<file path="src/rtl/rx_deserializer_if.sv">
`default_nettype none
// ============================================================================
// Module   : rx_deserializer_if
// Brief    : Bundle of the strobe, control and word-output signals exchanged
//            between the bit-timing front end / consumer and rx_deserializer.
//            The master modport belongs to whoever drives the serial strobes
//            and acknowledges words; the slave modport belongs to the
//            deserializer itself.
// Revision : 1.0  initial release
// ============================================================================
interface rx_deserializer_if #(
    parameter int NUM_BITS = 8
);
    localparam int c_CNT_W = $clog2(NUM_BITS + 1);

    // Front end / consumer -> deserializer
    logic                shift_enable;
    logic                shift_stop;
    logic                serial_in;
    logic                sync_clr;
    logic                data_read;

    // Deserializer -> consumer
    logic [NUM_BITS-1:0] parallel_out;
    logic [NUM_BITS-1:0] rcv_data;
    logic                data_ready;
    logic                overrun;
    logic [c_CNT_W-1:0]  bit_count;

    modport master (
        output shift_enable,
        output shift_stop,
        output serial_in,
        output sync_clr,
        output data_read,
        input  parallel_out,
        input  rcv_data,
        input  data_ready,
        input  overrun,
        input  bit_count
    );

    modport slave (
        input  shift_enable,
        input  shift_stop,
        input  serial_in,
        input  sync_clr,
        input  data_read,
        output parallel_out,
        output rcv_data,
        output data_ready,
        output overrun,
        output bit_count
    );
endinterface
`default_nettype wire

</file>
<file path="src/rtl/rx_deserializer.sv">
`default_nettype none
// ============================================================================
// Module   : rx_deserializer
// Brief    : Parametrised serial-to-parallel receive stage. Shifts one bit
//            per qualified strobe, counts bits, latches every complete
//            NUM_BITS word into a holding register, raises data_ready until
//            the consumer acknowledges, and flags overrun when a word lands
//            on top of an unread one.
// Revision : 1.0  initial release
// ============================================================================
module rx_deserializer #(
    parameter int   NUM_BITS  = 8,     // word width, 2..32
    parameter bit   SHIFT_MSB = 1'b0,  // 1: MSB-first line, 0: LSB-first line
    parameter logic IDLE_VAL  = 1'b1   // fill value of the shift register
) (
    input  wire logic          clk,
    input  wire logic          rst,
    rx_deserializer_if.slave   rx_bus
);
    localparam int                c_CNT_W = $clog2(NUM_BITS + 1);
    localparam logic [c_CNT_W-1:0] c_LAST = c_CNT_W'(NUM_BITS - 1);
    localparam logic [c_CNT_W-1:0] c_ONE  = c_CNT_W'(1);
    localparam logic [NUM_BITS-1:0] c_IDLE_FILL = {NUM_BITS{IDLE_VAL}};

    // ------------------------------------------------------------------------
    // State
    // ------------------------------------------------------------------------
    logic [NUM_BITS-1:0] sr_q,   sr_d;
    logic [c_CNT_W-1:0]  cnt_q,  cnt_d;
    logic [NUM_BITS-1:0] rcv_q,  rcv_d;
    logic                rdy_q,  rdy_d;
    logic                ovr_q,  ovr_d;

    // ------------------------------------------------------------------------
    // Combinational helpers
    // ------------------------------------------------------------------------
    logic                w_acc;       // this cycle's bit is accepted
    logic                w_last;      // the accepted bit would be the final one
    logic                w_done;      // a word completes on this edge
    logic                w_read;      // acknowledge that actually consumes a word
    logic [NUM_BITS-1:0] w_sr_shift;  // register contents after taking serial_in

    // A strobe counts only when not held and not being aborted.
    assign w_acc  = rx_bus.shift_enable & ~rx_bus.shift_stop & ~rx_bus.sync_clr;
    // Full-width compare so the counter can never run past NUM_BITS-1.
    assign w_last = (cnt_q == c_LAST);
    assign w_done = w_acc & w_last;
    // An acknowledge with nothing pending has no effect.
    assign w_read = rx_bus.data_read & rdy_q;

    // Shift direction is fixed at elaboration; the new bit enters at the end
    // opposite to where the first bit of the word must finally sit.
    generate
        if (SHIFT_MSB) begin : g_shift_msb_first
            assign w_sr_shift = {sr_q[NUM_BITS-2:0], rx_bus.serial_in};
        end else begin : g_shift_lsb_first
            assign w_sr_shift = {rx_bus.serial_in, sr_q[NUM_BITS-1:1]};
        end
    endgenerate

    // Shift register and bit counter next state; abort beats shifting.
    always_comb begin
        sr_d  = sr_q;
        cnt_d = cnt_q;
        if (rx_bus.sync_clr) begin
            sr_d  = c_IDLE_FILL;
            cnt_d = '0;
        end else if (w_acc) begin
            // The register is not cleared on completion: the next word simply
            // shifts over the old contents.
            sr_d  = w_sr_shift;
            cnt_d = w_last ? '0 : (cnt_q + c_ONE);
        end
    end

    // Holding register, ready and overrun next state.
    always_comb begin
        rcv_d = rcv_q;
        rdy_d = rdy_q;
        ovr_d = ovr_q;
        if (w_done) begin
            // The held word always takes the newest completed word, including
            // its final bit.
            rcv_d = w_sr_shift;
            rdy_d = 1'b1;
            // Landing on an unread, unacknowledged word is an overrun. If the
            // consumer acknowledges on this same edge nothing is lost, and the
            // overrun flag keeps its previous value.
            if (rdy_q && !rx_bus.data_read) begin
                ovr_d = 1'b1;
            end
        end else if (w_read) begin
            rdy_d = 1'b0;
            ovr_d = 1'b0;
        end
    end

    // Word-assembly state register, asynchronously returned to idle.
    always_ff @(posedge clk or posedge rst) begin
        if (rst) begin
            sr_q  <= c_IDLE_FILL;
            cnt_q <= '0;
        end else begin
            sr_q  <= sr_d;
            cnt_q <= cnt_d;
        end
    end

    // Output-word state register, asynchronously cleared.
    always_ff @(posedge clk or posedge rst) begin
        if (rst) begin
            rcv_q <= '0;
            rdy_q <= 1'b0;
            ovr_q <= 1'b0;
        end else begin
            rcv_q <= rcv_d;
            rdy_q <= rdy_d;
            ovr_q <= ovr_d;
        end
    end

    // ------------------------------------------------------------------------
    // Outputs
    // ------------------------------------------------------------------------
    assign rx_bus.parallel_out = sr_q;
    assign rx_bus.rcv_data     = rcv_q;
    assign rx_bus.data_ready   = rdy_q;
    assign rx_bus.overrun      = ovr_q;
    assign rx_bus.bit_count    = cnt_q;

endmodule
`default_nettype wire

</file>
<file path="src/flat_wrapper.sv">
// flat-port wrapper written by rule: the top's interface ports become plain ports
module rx_deserializer_flat 
#(
    parameter int   NUM_BITS  = 8,                         
    parameter bit   SHIFT_MSB = 1'b0,                                         
    parameter logic IDLE_VAL  = 1'b1                                      
)
  (clk, rst, rx_bus_shift_enable, rx_bus_shift_stop, rx_bus_serial_in, rx_bus_sync_clr, rx_bus_data_read, rx_bus_parallel_out, rx_bus_rcv_data, rx_bus_data_ready, rx_bus_overrun, rx_bus_bit_count);
  rx_deserializer_if #(.NUM_BITS(NUM_BITS)) rx_bus_i ();
  input  wire logic clk;
  input  wire logic rst;
  input wire logic [$bits(rx_bus_i.shift_enable)-1:0] rx_bus_shift_enable;
  input wire logic [$bits(rx_bus_i.shift_stop)-1:0] rx_bus_shift_stop;
  input wire logic [$bits(rx_bus_i.serial_in)-1:0] rx_bus_serial_in;
  input wire logic [$bits(rx_bus_i.sync_clr)-1:0] rx_bus_sync_clr;
  input wire logic [$bits(rx_bus_i.data_read)-1:0] rx_bus_data_read;
  output wire logic [$bits(rx_bus_i.parallel_out)-1:0] rx_bus_parallel_out;
  output wire logic [$bits(rx_bus_i.rcv_data)-1:0] rx_bus_rcv_data;
  output wire logic [$bits(rx_bus_i.data_ready)-1:0] rx_bus_data_ready;
  output wire logic [$bits(rx_bus_i.overrun)-1:0] rx_bus_overrun;
  output wire logic [$bits(rx_bus_i.bit_count)-1:0] rx_bus_bit_count;
  assign rx_bus_i.shift_enable = rx_bus_shift_enable;
  assign rx_bus_i.shift_stop = rx_bus_shift_stop;
  assign rx_bus_i.serial_in = rx_bus_serial_in;
  assign rx_bus_i.sync_clr = rx_bus_sync_clr;
  assign rx_bus_i.data_read = rx_bus_data_read;
  assign rx_bus_parallel_out = rx_bus_i.parallel_out;
  assign rx_bus_rcv_data = rx_bus_i.rcv_data;
  assign rx_bus_data_ready = rx_bus_i.data_ready;
  assign rx_bus_overrun = rx_bus_i.overrun;
  assign rx_bus_bit_count = rx_bus_i.bit_count;
  rx_deserializer #(.NUM_BITS(NUM_BITS), .SHIFT_MSB(SHIFT_MSB), .IDLE_VAL(IDLE_VAL)) u_core (.clk(clk), .rst(rst), .rx_bus(rx_bus_i));
endmodule
</file>
<file path="config.mk">
export PLATFORM = sky130hd
export DESIGN_NAME = rx_deserializer_flat
export DESIGN_NICKNAME = d
export VERILOG_FILES = /design/src/rtl/rx_deserializer_if.sv /design/src/rtl/rx_deserializer.sv /design/src/flat_wrapper.sv
export SDC_FILE = /design/constraint.sdc
export NUM_CORES = 1
export LEC_CHECK = 0
export BUFFER_PORTS_ARGS = -buffer_cell sky130_fd_sc_hd__clkbuf_2
export CORE_MARGIN = 8
export CORE_UTILIZATION = 45
export CTS_BUF_LIST = sky130_fd_sc_hd__clkbuf_8
export DETAILED_ROUTE_END_ITERATION = 16
export PLACE_DENSITY = 0.71
export SETUP_SLACK_MARGIN = 0.02
export SLEW_MARGIN = 20
export SYNTH_ARGS = -nofsm -noshare
export SYNTH_HDL_FRONTEND = slang
export SYNTH_SLANG_ARGS = --single-unit
</file>
<file path="constraint.sdc">
create_clock -name clk -period 1.9 [get_ports clk]
set_clock_uncertainty 0.2 [all_clocks]
set_input_delay 0.095 -clock clk [delete_from_list [all_inputs] [get_ports clk]]
set_output_delay 0.095 -clock clk [all_outputs]
set_load 0.1 [all_outputs]
</file>
==> summary.md <==
| Metric | Value |
|---|---|
| Share of final-layout standard cells stronger than drive strength 1 | 0.5083 |
| # nets final | 129 |
| Clock latency reported for the late side of the worst-skew pair | 250 ps |
| Actual slew at the worst max-slew pin | 564.3 ps |
| Start point of the worst min-delay path | rx_bus_shift_enable |
| X dimension of the die | 62.60 um |
| Placeable core area | 2127 um2 |
| Max-Slew Margin vs Limit | 0.6234 |
| Antenna violations before repair | 0 |
| Worst-case register-to-register setup slack | 70 ps |
| CTS H-tree depth | 1 |
| Total DRC errors in the routed layout | 0 |
| Mapped Nets | 91 |
| Endpoint of the worst hold-timing path | u_core.rx_bus.bit_count[2] |
| Top-level I/O count | 29 |
| Crit path DAT | 1780 ps |
| Endpoint of the most critical register-to-register path | u_core.rx_bus.rcv_data[1] |
| Register bit total from synthesis | 22 |
| Vert. Die Dim | 62.60 um |
| Setup violation total in the final timing report | 0 |
| Worst voltage drop across the vdd grid | 0.4148 mV |
| Critical Path Start Type | flop |
| Hold Worst Slack | 30.49 ps |
| Cell type of the slowest stage on the worst timing path | sky130_fd_sc_hd__dfrtp_4 |
| Initial cell density of the core | 0.4594 |
| Post-detailed-placement cell area | 1182 um2 |
| Post-DR vias/cell | 5.027 |
| Full die area | 3919 um2 |
| Grt ovf | 0 |
| Final Cell Area | 1297 um2 |
| Number of buffers on the longest clock path | 2 |
| Tightest Hold Check Type | input pin to flop |
| Reg clk slew, reported paths | 80 ps |
| Required time of the worst setup path | 1840 ps |
| Cell at the root of the clock tree | sky130_fd_sc_hd__clkbuf_8 |
| Startpoint of the worst-slack reg-to-reg timing path | u_core.rx_bus.bit_count[1] |
| First-pass GRT wire length | 3.574 mm |
| RSZ-0062 raised after global routing | false |
| Count of cell types in the netlist | 21 |
| Total iterations of the first detailed-routing run | 4 |
| Number of antenna repair diodes | 0 |
| Run status | finished, final reports clean |
| Number of core rows | 17 |
| Post-layout min period | 1832 ps |
| Timing-limited maximum frequency | 545.7 MHz |
| Total count of max-transition violations in the final report | 0 |
| DRC marker count from the first detailed-route iteration | 27 |
| DP HPWL | 1.622 mm |
| TritonCTS buffer count | 3 |
| Post-synthesis instance area | 977.2 um2 |
| Area growth from synthesis to layout | 32.78% |
| WL per Instance | 14.93 um |
| Port Buf Inserts | 28 |
| Depth of the worst register-to-register path | 5 |
| Final Hold Viols | 0 |
| Period utilization | 0.9645 |
| Start-to-end type of the worst setup path | flop to flop |
| Buf+Inv Stages, Crit Path | 1 |
| Critical path endpoint category | flop |
| Number of cells traversed by the worst hold path | 4 |
| Delay of the slowest critical-path stage | 450 ps |
| Warnings, synthesis | 0 |
| Vias in the first global route | 737 |
| Gate count of the mapped netlist | 83 |
| Leakage | 0.6614 nW |
| Total global routing track utilization | 0.1109 |
| Maximum Capacitance Violations | 0 |
| Antenna-violating nets left | 0 |
| Syn avg cell area | 11.77 um2 |
| CP Max Fanout | 9 |
| Clock tree sinks | 22 |
| Category of cells accounting for the largest share of critical-path delay | simple AND/OR/NAND/NOR gates |
| Wire length reported by the detailed router | 2.209 mm |
| Pwr dens | 792.1 nW/um2 |
| Fraction of the yosys area taken by sequential cells | 0.5736 |
| Vias | 744 |
| TritonCTS clock tree | yes |
| Last weighted congestion value of the routability-driven placer | 0.7911 |
| Cell chain of the critical path | ha_4, nand3b_1, or3_4, buf_8, mux2_4 |
| Pin count of the biggest net entering global routing | 15 |
cells by family after synthesis:
logic type,share of synthesized area
adder cells (fa/ha/maj),0.01280
flip-flops,0.5736
buffers and inverters,0.03073
AO/OA/AOI/OAI,0.04609
multiplexers,0.1229
XOR/XNOR,0.008965
AND/OR/NAND/NOR,0.2049
cell type report:
type | instances | area [um2]
Fill cell | 186 | 829.5
Sequential cell | 22 | 570.5
Multi-Input combinational cell | 55 | 404.1
Timing Repair Buffer | 37 | 225.2
Clock buffer | 4 | 55.05
Tap cell | 28 | 35.03
Inverter | 2 | 7.507
registers in the layout, summed over array words and instances, names as in the netlist:
name	flops
u_core.rx_bus.overrun	1
u_core.rx_bus.data_ready	1
u_core.rx_bus.bit_count	4
u_core.rx_bus.rcv_data	8
u_core.rx_bus.parallel_out	8
worst min-delay path: cells and delay by family:
family                 cells  cell delay, ps
XOR/XNOR                   1              70
buffers and inverters      1             100
AND/OR/NAND/NOR            2             180
routing by layer:
metal  routed length, um  track usage
met4                  19      0.03419
met5                   0            0
met3                 112      0.03763
met1                 942       0.1297
met2                1134       0.1863
synthesized netlist by cell type:
cell,count,area share
sky130_fd_sc_hd__nor2_1,1,0.0038
sky130_fd_sc_hd__a2111o_1,1,0.012
sky130_fd_sc_hd__clkbuf_1,3,0.012
sky130_fd_sc_hd__nand2b_1,1,0.0064
sky130_fd_sc_hd__a21oi_1,4,0.020
sky130_fd_sc_hd__ha_1,1,0.013
sky130_fd_sc_hd__nand3_1,1,0.0051
sky130_fd_sc_hd__nand3b_1,11,0.085
sky130_fd_sc_hd__nand2_1,20,0.077
sky130_fd_sc_hd__or2_2,1,0.0064
sky130_fd_sc_hd__dfrtp_1,14,0.36
sky130_fd_sc_hd__mux2_4,8,0.12
sky130_fd_sc_hd__or3_1,1,0.0064
sky130_fd_sc_hd__inv_1,2,0.0077
sky130_fd_sc_hd__a2111oi_0,1,0.0090
sky130_fd_sc_hd__nand2b_2,1,0.0090
sky130_fd_sc_hd__buf_6,1,0.012
sky130_fd_sc_hd__dfstp_2,8,0.22
sky130_fd_sc_hd__nor2b_1,1,0.0064
sky130_fd_sc_hd__xor2_1,1,0.0090
sky130_fd_sc_hd__o21ai_0,1,0.0051
how the worst max path moves through the flow:
stage	from	cells after the start	slack, ps	end
after floorplan	u_core.rx_bus.bit_count[1]	5	-130	u_core.rx_bus.rcv_data[0]
after global placement	u_core.rx_bus.bit_count[0]	5	70	u_core.rx_bus.rcv_data[1]
after detailed placement	u_core.rx_bus.bit_count[1]	5	30	u_core.rx_bus.rcv_data[1]
after CTS	u_core.rx_bus.bit_count[1]	5	20	u_core.rx_bus.rcv_data[1]
after global routing	u_core.rx_bus.bit_count[0]	5	10	u_core.rx_bus.rcv_data[1]
final	u_core.rx_bus.bit_count[1]	5	70	u_core.rx_bus.rcv_data[1]
layout by cell type (no fill, tap or decap):
master / count
sky130_fd_sc_hd__o21ai_0: 1
sky130_fd_sc_hd__nand2b_2: 1
sky130_fd_sc_hd__nand2_1: 20
sky130_fd_sc_hd__nand3_1: 1
sky130_fd_sc_hd__mux2_4: 8
sky130_fd_sc_hd__nor2_1: 1
sky130_fd_sc_hd__a2111o_1: 1
sky130_fd_sc_hd__dfrtp_4: 2
sky130_fd_sc_hd__or3_4: 1
sky130_fd_sc_hd__clkbuf_2: 28
sky130_fd_sc_hd__a21oi_1: 4
sky130_fd_sc_hd__nand3b_1: 11
sky130_fd_sc_hd__clkbuf_8: 4
sky130_fd_sc_hd__dfrtp_2: 2
sky130_fd_sc_hd__buf_8: 1
sky130_fd_sc_hd__xor2_1: 1
sky130_fd_sc_hd__buf_4: 4
sky130_fd_sc_hd__dfstp_2: 8
sky130_fd_sc_hd__nand2b_1: 1
sky130_fd_sc_hd__inv_1: 2
sky130_fd_sc_hd__dfrtp_1: 10
sky130_fd_sc_hd__or2_2: 1
sky130_fd_sc_hd__nor2b_1: 1
sky130_fd_sc_hd__ha_4: 1
sky130_fd_sc_hd__a2111oi_0: 1
sky130_fd_sc_hd__dlygate4sd3_1: 4
report_power, final:
group,internal [mW],leakage (nW),total (mW),switching (mW)
Combinational,0.0407,0.365,0.192,0.151
Clock,0.184,0.0288,0.329,0.144
Sequential,0.492,0.268,0.508,0.0156
what timing repair did:
action / CTS / global route
resized for setup: 0 / 3
hold endpoints to repair: 14 / 0
buffers inserted: 0 / 1
setup endpoints to repair: 0 / 8
hold buffers: 4 / 0
per-stage QoR:
stage | setup slack [ps] | TNS, ps | std cells | total power, mW | util
finish | 67.54 | 0 | 148 | 1.028 | 0.6100
global route | 14.23 | 0 | 148 | 1.077 | 0.6100
CTS | 22.95 | 0 | 147 | 1.040 | 0.6006
detailed placement | 33.40 | 0 | 139 | 0.7026 | 0.5559
global placement | 74.82 | 0 | 139 | 0.6983 | 0.5559
floorplan | -133.7 | -1070 | 83 | 0.6635 | -
Note: power is estimated with default switching activity, not from simulation.
